<file path="src/rtl/mul_iter_unit.sv">
// Iterative radix-2^BITS_PER_CYCLE integer multiplier (mul/mulh/mulhsu/mulhu).
// Optional feature: define MUL_ZERO_BYPASS_EN to short-circuit zero operands straight to DONE.

package func_types;
    typedef enum logic [2:0] {
        MUL    = 3'b000,
        MULH   = 3'b001,
        MULHSU = 3'b010,
        MULHU  = 3'b011
    } mul_ops;
endpackage

module mul_iter_unit #(
    parameter int XLEN           = 32,
    parameter int BITS_PER_CYCLE = 2,
    parameter int TAG_W          = 5
) (
    input  logic             clk,
    input  logic             rst_n,
    input  logic             req_valid,
    output logic             req_ready,
    input  logic [2:0]       req_op,
    input  logic [XLEN-1:0]  req_rs1,
    input  logic [XLEN-1:0]  req_rs2,
    input  logic [TAG_W-1:0] req_tag,
    input  logic             flush,
    output logic             resp_valid,
    input  logic             resp_ready,
    output logic [XLEN-1:0]  resp_data,
    output logic [TAG_W-1:0] resp_tag,
    output logic             busy
);
    import func_types::*;

    localparam int N     = XLEN / BITS_PER_CYCLE;
    localparam int CNT_W = $clog2(N + 1);

    typedef enum logic [1:0] {IDLE, ITER, FIX, DONE} state_t;

    state_t               state;
    logic [CNT_W-1:0]     cnt;
    logic [2*XLEN-1:0]    mcand;
    logic [XLEN-1:0]      mplr;
    logic [2*XLEN-1:0]    acc;
    logic                 neg;
    logic                 want_low;
    logic [TAG_W-1:0]     tag_q;

    logic                 rs1_signed;
    logic                 rs2_signed;
    logic                 op_low;
    logic                 rs1_neg;
    logic                 rs2_neg;
    logic [XLEN-1:0]      rs1_mag;
    logic [XLEN-1:0]      rs2_mag;
    logic [2*XLEN-1:0]    partial;
    logic [2*XLEN-1:0]    prod;

    // Unused encodings 3'b100..3'b111 fall into the default and behave as mul.
    always_comb begin
        rs1_signed = 1'b0;
        rs2_signed = 1'b0;
        op_low     = 1'b1;
        case (req_op)
            MULH: begin
                rs1_signed = 1'b1;
                rs2_signed = 1'b1;
                op_low     = 1'b0;
            end
            MULHSU: begin
                rs1_signed = 1'b1;
                op_low     = 1'b0;
            end
            MULHU: begin
                op_low     = 1'b0;
            end
            default: ;
        endcase
    end

    always_comb begin
        rs1_neg = rs1_signed & req_rs1[XLEN-1];
        rs2_neg = rs2_signed & req_rs2[XLEN-1];
        rs1_mag = rs1_neg ? (~req_rs1 + {{(XLEN-1){1'b0}}, 1'b1}) : req_rs1;
        rs2_mag = rs2_neg ? (~req_rs2 + {{(XLEN-1){1'b0}}, 1'b1}) : req_rs2;
    end

    // The multiplicand is pre-shifted each iteration, so the partial product needs no shifter.
    always_comb begin
        partial = mcand * {{(2*XLEN-BITS_PER_CYCLE){1'b0}}, mplr[BITS_PER_CYCLE-1:0]};
        prod    = neg ? (~acc + {{(2*XLEN-1){1'b0}}, 1'b1}) : acc;
    end

    assign req_ready = (state == IDLE) && !flush;
    assign busy      = (state != IDLE);

`ifdef MUL_ZERO_BYPASS_EN
    logic zero_in;
    assign zero_in = (req_rs1 == '0) || (req_rs2 == '0);
`endif

    always_ff @(posedge clk or negedge rst_n) begin
        if (!rst_n) begin
            state      <= IDLE;
            cnt        <= '0;
            mcand      <= '0;
            mplr       <= '0;
            acc        <= '0;
            neg        <= 1'b0;
            want_low   <= 1'b0;
            tag_q      <= '0;
            resp_valid <= 1'b0;
            resp_data  <= '0;
            resp_tag   <= '0;
        end else if (flush) begin
            state      <= IDLE;
            resp_valid <= 1'b0;
        end else begin
            case (state)
                IDLE: begin
                    if (req_valid) begin
                        want_low <= op_low;
                        tag_q    <= req_tag;
                        mcand    <= {{XLEN{1'b0}}, rs1_mag};
                        mplr     <= rs2_mag;
                        neg      <= rs1_neg ^ rs2_neg;
                        acc      <= '0;
                        cnt      <= CNT_W'(N);
                        state    <= ITER;
`ifdef MUL_ZERO_BYPASS_EN
                        if (zero_in) begin
                            state      <= DONE;
                            resp_valid <= 1'b1;
                            resp_data  <= '0;
                            resp_tag   <= req_tag;
                        end
`endif
                    end
                end
                ITER: begin
                    acc   <= acc + partial;
                    mcand <= mcand << BITS_PER_CYCLE;
                    mplr  <= mplr >> BITS_PER_CYCLE;
                    cnt   <= cnt - CNT_W'(1);
                    if (cnt == CNT_W'(1)) begin
                        state <= FIX;
                    end
                end
                FIX: begin
                    resp_data  <= want_low ? prod[XLEN-1:0] : prod[2*XLEN-1:XLEN];
                    resp_tag   <= tag_q;
                    resp_valid <= 1'b1;
                    state      <= DONE;
                end
                DONE: begin
                    if (resp_ready) begin
                        resp_valid <= 1'b0;
                        state      <= IDLE;
                    end
                end
                default: state <= IDLE;
            endcase
        end
    end

endmodule

</file>
<file path="config.mk">
export PLATFORM = sky130hd
export DESIGN_NAME = mul_iter_unit
export DESIGN_NICKNAME = d
export VERILOG_FILES = /design/src/rtl/mul_iter_unit.sv
export SDC_FILE = /design/constraint.sdc
export NUM_CORES = 1
export LEC_CHECK = 0
export CAP_MARGIN = 20
export CELL_PAD_IN_SITES_DETAIL_PLACEMENT = 1
export CELL_PAD_IN_SITES_GLOBAL_PLACEMENT = 1
export CORE_MARGIN = 4
export CORE_UTILIZATION = 49
export CTS_CLUSTER_SIZE = 28
export DETAILED_ROUTE_END_ITERATION = 8
export PLACE_DENSITY_LB_ADDON = 0.1
export SYNTH_ARGS = -nofsm -noshare
export SYNTH_HDL_FRONTEND = slang
export SYNTH_SLANG_ARGS = --single-unit
</file>
<file path="constraint.sdc">
create_clock -name clk -period 7 [get_ports clk]
set_clock_uncertainty 0.2 [all_clocks]
set_input_delay 1.4 -clock clk [delete_from_list [all_inputs] [get_ports clk]]
set_output_delay 1.4 -clock clk [all_outputs]
set_load 0.01 [all_outputs]
</file>
== Yosys cells after proc, flatten, opt, wreduce, memory -nomap -nowiden ==
Cells that the tools add are included.

* Output and inout port bits: 40
* Input bits: 77
* Register bits after elaboration: 212
* Word-level logic and storage cells: 71

* Equal/unequal tests: 11
* Reduce and logical (&&, ||, !) cells: 13
* Muxes and demuxes: 23
* $add $sub $neg: 5
* Bitwise logic cells: 7
* $mul: 1

{| class="wikitable"
|+ Operators with widths
! cell !! number
|-
| one-hot mux 64 bit (2 select lines) || 2
|-
| 2-to-1 mux 64 bit || 3
|-
| 2-to-1 mux 32 bit || 4
|-
| adder 32 x 1 -> 32 bit, second input constant || 2
|-
| adder 64 x 1 -> 64 bit, second input constant || 1
|-
| adder 64 bit || 1
|-
| multiplier 64 x 2 -> 64 bit || 1
|-
| NOT 32 bit || 2
|-
| NOT 64 bit || 1
|-
| one-hot mux 32 bit (2 select lines) || 1
|-
| one-hot mux 5 bit (2 select lines) || 1
|-
| != test 3 bit, second input constant || 3
|-
| AND reduction 3 bit || 3
|-
| 2-to-1 mux 2 bit || 4
|-
| one-hot mux 2 bit (4 select lines) || 1
|-
| equality test 3 x 2 -> 1 bit, second input constant || 2
|-
| equality test 5 x 1 -> 1 bit, second input constant || 1
|-
| 2-to-1 mux 1 bit || 5
|-
| 2-to-1 mux 5 bit || 1
|-
| subtractor 5 x 1 -> 5 bit, second input constant || 1
|-
| equality test 2 bit, second input constant || 2
|-
| AND reduction 2 bit || 2
|-
| nonzero test 2 bit || 2
|-
| equality test 3 x 1 -> 1 bit, second input constant || 1
|-
| 12 further kinds || 13
|}

== Depth between registers and ports, before layout ==
Gate-level depths: netlist of the first run.

* Depth in word-level cells: 7
* Gate-level depth with buffers: 17
* Mapped depth without buffers: 15

== Least setup slack after synthesis of the first run ==
Ideal clock, no wire load.

* Path kind: reg2reg
* Start point: reg mplr[1]
* End point: reg acc[63]
* Arrival time: 4.044 ns
* Slack: 2.666 ns
* Setup time: 0.090 ns
* Data required time: 6.710 ns
* Path buffers: 2
* Stages on the path, launching flop included: 17
* Period minus slack after synthesis: 4.334 ns
* Path through: dfrtp_1 > clkbuf_1 > clkbuf_1 > nand2_1 > fa_1 > inv_1 > ha_1 > a21oi_1 > o21bai_1 > a2111oi_0 > o21ai_0 > o211ai_1 > nor2_1 > o21a_1 > o221ai_1 > mux2_2 > o2111ai_1

* Cells in the longest elaborated chain, start to end: 3

{| class="wikitable"
|+ RTL lines
! item !! line !! source
|-
| from (decl) || 43 || <nowiki>logic [XLEN-1:0] mplr;</nowiki>
|-
| from (signal assigned) || 125 || <nowiki>mplr <= rs2_mag;</nowiki>
|-
| from (signal assigned) || 143 || <nowiki>mplr <= mplr >> BITS_PER_CYCLE;</nowiki>
|-
| multiplier 64 x 2 -> 64 bit || 90 || <nowiki>partial = mcand * {{(2*XLEN-BITS_PER_CYCLE){1'b0}}, mplr[BITS_PER_CYCLE-1:0]};</nowiki>
|-
| adder 64 bit || 141 || <nowiki>acc <= acc + partial;</nowiki>
|-
| one-hot mux 64 bit (2 select lines) || 119 || <nowiki>case (state)</nowiki>
|-
| to (signal assigned) || 141 ||
|-
| to (decl) || 44 || <nowiki>logic [2*XLEN-1:0] acc;</nowiki>
|}

No other way between the ends.
A chain may end at the register's enable or synchronous reset.

== Worst setup path after layout of the first run ==
Ends and elaborated chain as after synthesis.

==> results of run 1 <==
-- critical path: stages, from the launching register on --
cell and delay [ps]:
dfrtp_2 510, buf_4 520, nand2_1 160, fa_1 530, inv_1 40, ha_1 360, a21oi_1 260, o21bai_1 120
a2111oi_0 680, o21ai_0 170, o211ai_1 500, nor2_1 190, o21a_1 230, o221ai_1 310, mux2_2 380, o2111ai_1 70
-- area by class of cell --
type / instances / area, um2 / area share (%)
well taps: 455 / 569 / 2.92
clock inverters: 7 / 120 / 0.616
flip-flops and latches: 212 / 5310 / 27.2
inverters: 219 / 822 / 4.21
multi-input cells: 1632 / 10600 / 54.5
clock buffers: 38 / 744 / 3.82
repair buffers: 132 / 1320 / 6.75
-- worst paths after layout --
check | startpoint | to | depth (start not counted)
worst min register to register | mcand[63] | mcand[63] | 2
max in group asynchronous | rst_n | neg | 2
worst min-delay path | mcand[63] | mcand[63] | 2
min in group asynchronous | rst_n | resp_tag[1] | 1
worst max register to register | mplr[1] | acc[63] | 15
worst max-delay path | mplr[1] | acc[63] | 15
-- flip-flops by register name (all words and copies together), names as in the netlist --
| signal | cells |
|---|---|
| tag_q | 5 |
| state | 2 |
| mcand | 64 |
| neg | 1 |
| acc | 64 |
| resp_tag | 5 |
| resp_valid | 1 |
| resp_data | 32 |
| cnt | 5 |
| mplr | 32 |
| want_low | 1 |
-- power by group through the flow --
stage               registers, W  clock network [W]  logic, W
finish                   0.00203            0.00138   0.00427
global route             0.00210            0.00145   0.00474
CTS                      0.00206            0.00141   0.00421
detailed placement       0.00207                  0   0.00418
global placement         0.00204                  0   0.00402
floorplan                0.00190                  0   0.00303
-- routing by layer --
layer	vias to the layer above	global-route usage, %	routed length, um
li1	7503	-	-
met1	7822	39.9	25300
met2	353	46.6	25700
met3	72	2.86	2210
met4	0	6.23	1220
met5	-	0	0
-- cells in the mapped netlist, types with 5 or more instances --
cell and n:
a211oi_1 5, a21o_1 34, a21oi_1 166, a31oi_1 6, and2_1 8, and3_1 23
buf_1 12, clkbuf_1 111, dfrtp_1 212, fa_1 63, ha_1 72, inv_1 219
mux2_2 12, mux2i_1 6, nand2_1 384, nand2b_1 14, nand3_1 61, nand3b_1 8
nand4_1 28, nor2_1 103, nor2b_1 5, nor3_1 18, nor4_1 18, o211ai_1 11
o21ai_0 198, o21ai_1 5, o21bai_1 18, o22ai_1 63, o31ai_1 28, o41ai_1 9
or2_2 5, or3_1 22, or4_1 11, xnor2_1 121, xor2_1 53
-- cell families (layout without fill, tap and decap cells) --
family,after synthesis,after routing
AO/OA/AOI/OAI,584,584
flip-flops,212,212
buffers and inverters,345,396
AND/OR/NAND/NOR,721,721
XOR/XNOR,174,174
adder cells (fa/ha/maj),135,135
multiplexers,18,18
-- through the flow --
step           std cells  area [um2]  hold WS, ps
3_5_place_dp        2648       18600          262
4_1_cts             2693       19500          275
2_1_floorplan       2189       17200          239
5_1_grt             2695       19500          298
3_3_place_gp        2648       18600          261
6_report            2695       19500          276
==> flow_summary.yaml, run 1 <==
timing:
  setup_violations: 0
  worst_slew_pin_slew_ps: 992
  relSlewSlack_pct: 33.8
  grt_setup_unrepaired: "false"
  min_period_ps: 5370
  fin_crit_sh_pct: 76.7
  slew_violations: 0
  hold_violations: 0
  fmax_mhz: 186
  final.setup.worst_slack_ps: 1630
  finalSetupTns_ps: 0
pwr:
  power.switching_w: 0.00366
  p_int_w: 0.00403
  totalPowerFinal_w: 0.00769
  power_frac_seq_pct: 26.5
  p_clk_share_pct: 18.0
  power.leakage_nw: 9.02
  p_per_area_nw_per_um2: 394
  irDropWorstVdd_v: 0.000236
  p_comb_share_pct: 55.6
  power_switching_share_pct: 47.6
floorplan:
  core.rowCount: 68
  die_h_um: 195
  die_w_um: 195
  core_area_um2: 34600
  initial_utilization_pct: 49.7
  die-area_um2: 38200
  ios: 117
logic_synthesis:
  yosys_warnings: 0
  synth_nets: 2401
  synth_top_area_share_pct: 30.8
  yosys-top-cells-area: "dfrtp_1, nand2_1, fa_1"
  synth_top_family_by_area: "compound AO/OA/AOI/OAI gates"
  yosys.area_share.simple_pct: 19.0
  synth.cell_area_um2: 17200
  synth_edf_count: 0
  ys_ff_latch: 212
  ys_async_sr_fraction_pct: 100
  synth_ff_type: "dfrtp_1"
  post-synth-top-area-cell: "dfrtp_1"
  synth.avg_cell_area_um2: 7.86
  synthAdderAreaFrac_pct: 12.6
  synth_compound_area_share_pct: 20.0
  synth_cell_types: 70
  ys_seq_area_share_pct: 30.8
  syn_inst: 2189
  synth-xor-area-share_pct: 8.86
  synthMuxAreaShare_pct: 1.13
placement:
  port_buffers: 116
  hpwl_um: 41900
  place_ws_ps: 1730
  place_congestion: 0.938
clock_tree:
  ctsRootBufferMaster: "clkbuf_16"
  clkSlewWorstSetupHoldPaths_ps: 60
  cts_tree: "yes"
  cts_buffers: 25
  cts_hold_buffers: 0
  htreeDepth: 1
  clock_tree.buffer_depth: 3
  numClockSinks: 212
  postCtsSetupBuffers: 0
  ctsResizeCount: 0
  clk_latency_ps: 530
global_routing:
  antenna_found_initial: 0
  grt_pass1_wl_um: 88200
  grt_max_degree: 77
  grt_overflow: 0
  grt_pass1_vias: 16200
  grtUsageTotal_pct: 28.0
worst_setup_path:
  worstSetupPathType: "flip-flop to flip-flop"
  worstSetupStartpointType: "flip-flop"
  worstPathMaxFanout: 49
  arrival_ps: 5610
  rrSetupSlack_ps: 1630
  cp-end-kind: "flip-flop"
  critPathRequiredTime_ps: 7240
finish:
  nets: 2434
  finish.utilization_pct: 56.3
  mostFrequentLayoutCell: "nand2_1"
  mostFrequentLayoutCells: "nand2_1, inv_1, dfrtp_1, o21ai_0, a21oi_1"
  area_delta_synth_final_pct: 13.4
  diodes: 0
  drive_gt1_share_pct: 4.06
  nFillCells: 4224
run:
  drv_cap: 0
detailed_routing:
  post_drt_wl_per_cell_um: 20.2
  wirelength_um: 54400
  first_iter_violations: 1004
  drc: 0
  vias: 15800
  drt_pass1_iterations: 5
  antenna_left: 0
  drt-vias-per-instance: 5.84
hold_path:
  hold_path.class: "flip-flop to flip-flop"
run_status:
  status: "complete, no violations"
Power figures use the tool's default switching activity.
==> run 2: changes to the inputs <==
--- a/config.mk
+++ b/config.mk
@@ -9,7 +9,7 @@
 export CELL_PAD_IN_SITES_DETAIL_PLACEMENT = 1
 export CELL_PAD_IN_SITES_GLOBAL_PLACEMENT = 1
 export CORE_MARGIN = 4
-export CORE_UTILIZATION = 49
+export CORE_UTILIZATION = 46
 export CTS_CLUSTER_SIZE = 28
 export DETAILED_ROUTE_END_ITERATION = 8
 export PLACE_DENSITY_LB_ADDON = 0.1
==> constraint.sdc (replaced) <==
create_clock -name clk -period 5 [get_ports clk]
set_clock_uncertainty 0.2 [all_clocks]
set_input_delay 1 -clock clk [delete_from_list [all_inputs] [get_ports clk]]
set_output_delay 1 -clock clk [all_outputs]
set_load 0.01 [all_outputs]
==> run 2 against run 1 <==
Against the previous run: critical path depth increased by 1; die area increased by 6.3%; hold slack got worse by 46 ps; cell area increased by 0.67%; first-iteration DRC count decreased by 5.0%; sequential power increased by 38%; maximum frequency increased by 13%; routed wire length decreased by 2.5%; largest power group unchanged; via count decreased by 1.8%; cell count increased by 0.89%; utilization decreased by 2.9 points; global-route usage decreased by 2.2 points.
==> flow_summary.yaml, run 2 (synthesized netlist as in run 1, its figures left out) <==
run_status:
  status: "complete, no violations"
finish:
  mostFrequentLayoutCells: "nand2_1, inv_1, dfrtp_1, o21ai_0, a21oi_1"
  area_delta_synth_final_pct: 14.2
  multiInputGateArea_um2: 10600
  top_regs: "acc (64), mcand (64)"
  nFillCells: 4490
  drive_gt1_share_pct: 4.71
  ff_latch_area_um2: 5310
  mostFrequentLayoutCell: "nand2_1"
  nets: 2442
clock_tree:
  cts_hold_buffers: 0
  numClockSinks: 212
  clkSlewWorstSetupHoldPaths_ps: 60
  cts_tree: "yes"
  cts_buffers: 26
  ctsRootBufferMaster: "clkbuf_16"
  htreeDepth: 1
  clk_latency_ps: 550
  clock_tree.buffer_depth: 3
detailed_routing:
  first_iter_violations: 954
  antenna_left: 0
  drc: 0
  post_drt_wl_per_cell_um: 19.5
  drt-vias-per-instance: 5.69
  drt_pass1_iterations: 8
  vias: 15500
  wirelength_um: 53000
floorplan:
  die_h_um: 201
  core_area_um2: 36800
  die_w_um: 201
  ios: 117
  initial_utilization_pct: 46.8
  die-area_um2: 40600
  core.rowCount: 70
worst_setup_path:
  crit_start: "mplr[0]"
  slowest_delay_ps: 610
  cp_top_family: "compound AO/OA/AOI/OAI gates"
  cp_slowest_cell: "a2111oi_1"
  r2r_cells: 16
  worstSetupStartpointType: "flip-flop"
  rrSetupSlack_ps: 260
  crit_top_cell: "buf_4"
  worst-path-buf-inv: 3
  arrival_ps: 5000
  worstReg2RegEnd: "acc[63]"
  worstSetupPathType: "flip-flop to flip-flop"
  worstPathMaxFanout: 38
  critical_path.cell_chain: "buf_4, nand2_1, fa_1, inv_1, ha_1, a21oi_1, o21bai_1, a2111oi_1, o21ai_0, o211ai_1, buf_4, nor2_1, o21a_1, o221ai_1, mux2_2, o2111ai_1"
  critPathRequiredTime_ps: 5260
  r2r_start: "mplr[0]"
  cp-end-kind: "flip-flop"
placement:
  port_buffers: 116
  place_congestion: 0.913
  hpwl_um: 41900
  place_ws_ps: 35.0
global_routing:
  grt_overflow: 0
  grtUsageTotal_pct: 25.8
  antenna_found_initial: 0
  grt_max_degree: 100
  grt_pass1_wl_um: 86700
  grt_pass1_vias: 16100
pwr:
  p_per_area_nw_per_um2: 553
  irDropWorstVdd_v: 0.000298
  power.leakage_nw: 9.09
timing:
  worst_slew_pin_slew_ps: 1050
  slew_violations: 0
  grt_setup_unrepaired: "false"
  fmax_mhz: 211
  fin_crit_sh_pct: 94.8
  min_period_ps: 4740
  hold_violations: 0
  finalSetupTns_ps: 0
  setup_violations: 0
  relSlewSlack_pct: 30.2
  final.setup.worst_slack_ps: 262
run:
  drv_cap: 0
hold_path:
  hold_path.class: "input pin to async pin"
-- run 2: cell types whose count changed in the layout (fill, tap and decap cells not counted), sizes merged --
cell	change
clkinv	+5
diode	+1
clkbuf	-4
buf	+8
bufinv	+1
-- run 2: timing repair --
item	in CTS	in global routing
setup endpoints to repair	0	12
gates resized for setup	0	5
setup buffers	0	2
-- run 2: cell type report --
type / count / share of cell area (%)
antenna: 1 / 0.0127
clock buffer: 35 / 3.85
clock inverter: 13 / 0.892
inverter: 219 / 4.18
multi-input combinational: 1632 / 54.2
sequential: 212 / 27.0
tap: 468 / 2.98
timing repair buffer: 139 / 6.90
-- run 2: power breakdown --
group	total [W]	internal [W]	switching [W]
Clock	0.00203	0.00126	0.000765
Sequential	0.00281	0.00227	0.000543
Combinational	0.00601	0.00221	0.00381
-- run 2: metal layers --
layer	track usage, %	vias to the layer above	share of wire [%]
met4	6.47	0	2.5
met2	41.9	288	46
met5	0	-	0
met3	2.80	73	3.7
li1	-	7507	-
met1	37.2	7594	48
-- run 2: through the flow --
step	hold slack (ps)	instance area (um2)	total power (W)	cells	util [%]
detailed placement	274	18700	0.00878	2668	50.8
global placement	261	18700	0.00855	2668	50.8
CTS	259	19600	0.0109	2716	53.3
finish	229	19600	0.0109	2719	53.4
global route	289	19600	0.0118	2718	53.4
floorplan	239	17200	0.00689	2189	-
-- run 2: how the worst max path moves through the flow --
stage / to / slack, ps / cells after the start
after global placement: acc[63] / 180 / 16
after detailed placement: acc[63] / 40 / 16
after CTS: acc[63] / 6 / 16
final: acc[63] / 260 / 16
after floorplan: acc[63] / 670 / 16
after global routing: acc[63] / 30 / 16
==> run 3: changes to the inputs <==
--- a/config.mk
+++ b/config.mk
@@ -8,10 +8,13 @@
 export CAP_MARGIN = 20
 export CELL_PAD_IN_SITES_DETAIL_PLACEMENT = 1
 export CELL_PAD_IN_SITES_GLOBAL_PLACEMENT = 1
+export CORE_ASPECT_RATIO = 1.5
 export CORE_MARGIN = 4
 export CORE_UTILIZATION = 46
 export CTS_CLUSTER_SIZE = 28
 export DETAILED_ROUTE_END_ITERATION = 8
+export GPL_ROUTABILITY_DRIVEN = 0
+export GPL_TIMING_DRIVEN = 0
 export PLACE_DENSITY_LB_ADDON = 0.1
 export SYNTH_ARGS = -nofsm -noshare
 export SYNTH_HDL_FRONTEND = slang
==> run 3 against run 2 <==
Against the previous run: clock power about the same; total power rose by 3.5%; via count up 5.8%; die area rose by 0.15%; cell count rose by 4.2%; hold slack better by 30 ps; register-to-register slack worse by 140 ps; sequential share of layout area down 0.42 points; setup slack got worse by 140 ps; non-clock buffer count increased by 103; combinational power rose by 7.2%; flip-flop and latch count stayed put; largest power group unchanged.
==> flow_summary.yaml, run 3 (synthesized netlist as in run 1, its figures left out) <==
finish:
  area_delta_synth_final_pct: 16.0
  stdcell_count: 2832
  nets: 2544
  diodes: 0
  nFillCells: 4592
  top_regs: "acc (64), mcand (64)"
  drive_gt1_share_pct: 3.96
  mostFrequentLayoutCell: "nand2_1"
  stdcell_area_um2: 20000
  mostFrequentLayoutCells: "nand2_1, inv_1, dfrtp_1, o21ai_0, a21oi_1"
detailed_routing:
  post_drt_wl_per_cell_um: 21.3
  wirelength_um: 60400
  drt_pass1_iterations: 6
  drc: 0
  vias: 16400
  first_iter_violations: 766
  antenna_left: 0
  drt-vias-per-instance: 5.78
placement:
  dp.cells: 2789
  hpwl_um: 48900
  post_dp_cell_area_um2: 19000
  place_ws_ps: -959
  port_buffers: 115
timing:
  grt_setup_unrepaired: "false"
  setup_violations: 0
  worst_slew_pin_slew_ps: 1110
  hold_violations: 0
  slew_violations: 0
  min_period_ps: 4880
  relSlewSlack_pct: 25.9
  final.setup.worst_slack_ps: 125
  fin_crit_sh_pct: 97.5
  fmax_mhz: 205
  hold_slack_ps: 259
global_routing:
  grt_pass1_vias: 17900
  grt_overflow: 0
  grtUsageTotal_pct: 29.5
  antenna_found_initial: 1
  grt_pass1_wl_um: 96200
  grt_max_degree: 111
floorplan:
  die_h_um: 245
  die_w_um: 166
  core_area_um2: 36800
  core.rowCount: 86
  initial_utilization_pct: 46.7
  ios: 117
  die-area_um2: 40600
worst_setup_path:
  worstSetupPathType: "flip-flop to flip-flop"
  critPathRequiredTime_ps: 5180
  worstSetupStartpointType: "flip-flop"
  cp-end-kind: "flip-flop"
  critical_path.cell_chain: "nand2_1, fa_1, inv_1, ha_1, fa_1, a211oi_1, o21ai_1, a32oi_1, o211ai_1, buf_4, o211ai_1, nor2_1, o21a_1, nand2b_1, xnor2_1, o22ai_1"
  arrival_ps: 5060
  worstPathMaxFanout: 10
  slowest_delay_ps: 570
  rrSetupSlack_ps: 120
  cp_slowest_cell: "dfrtp_4"
clock_tree:
  clk_latency_ps: 550
  numClockSinks: 212
  cts_hold_buffers: 0
  clkSlewWorstSetupHoldPaths_ps: 60
  clock_tree.buffer_depth: 3
  ctsRootBufferMaster: "clkbuf_16"
  cts_buffers: 25
  cts_tree: "yes"
  htreeDepth: 1
hold_path:
  hold_path.class: "input pin to async pin"
pwr:
  totalPowerFinal_w: 0.0112
  power.leakage_nw: 9.16
  irDropWorstVdd_v: 0.000277
  p_per_area_nw_per_um2: 563
run_status:
  status: "complete, no violations"
run:
  drv_cap: 0
-- run 3: cell count changes in the layout (fill, tap and decap cells not counted), sizes merged --
cell | previous run | this run
clkbuf | 35 | 137
buf | 24 | 21
clkinv | 8 | 5
bufinv | 4 | 5
clkdlybuf4s50 | 115 | 114
clkinvlp | 1 | 2
diode | 1 | 0
inv | 219 | 220
-- run 3: report_power, final --
part / internal [W] / total, W / leakage, nW / switching [W]
sequential: 0.00227 / 0.00278 / 2.80 / 0.000510
clock: 0.00122 / 0.00201 / 0.427 / 0.000795
combinational: 0.00230 / 0.00644 / 5.94 / 0.00414
-- run 3: final cells by class --
cell class              instances  area, um2  share of cell area, %
plain buffers                 122        482                   2.41
clock buffers                  30        674                   3.38
clock inverters                13        203                   1.02
inverters                     219        822                   4.12
multi-input cells            1632      10600                   53.3
flip-flops and latches        212       5310                   26.6
well taps                     484        606                   3.03
repair buffers                120       1210                   6.08
-- run 3: worst paths after layout --
path	start	cells after the start	endpoint
worst max-delay path	mplr[1]	16	acc[59]
worst min-delay path	rst_n	1	resp_tag[4]
worst max register to register	mplr[1]	16	acc[59]
worst min register to register	resp_data[20]	2	resp_data[20]
max in group asynchronous	rst_n	2	mplr[1]
min in group clk	resp_data[20]	2	resp_data[20]
-- run 3: stage by stage --
stage	TNS, ps	util [%]
detailed placement	-15740	51.6
global placement	-1382280	51.5
floorplan	0	-
finish	0	54.2
CTS	0	54.1
global route	0	54.2
-- run 3: critical path, delay by kind of cell (launching register included) --
family / cells / cell delay [ps]
flip-flops: 1 / 570
adder cells (fa/ha/maj): 3 / 1170
AND/OR/NAND/NOR: 3 / 450
AO/OA/AOI/OAI: 7 / 1780
buffers and inverters: 2 / 230
XOR/XNOR: 1 / 290
-- run 3: what timing repair did --
| item | in CTS | in global routing |
|---|---|---|
| resized for setup | 15 | 12 |
| pin swaps | 2 | 2 |
| buffers inserted | 3 | 1 |
| endpoints found under the setup margin | 34 | 18 |
| cloned | 0 | 0 |
-- run 3: routing by layer --
layer / vias up / global-route usage, % / share of wire, %
met2: 371 / 56.4 / 54
met3: 171 / 2.82 / 3.0
met5: - / 0 / 0
li1: 7714 / - / -
met1: 8107 / 31.0 / 36
met4: 0 / 17.6 / 7.0
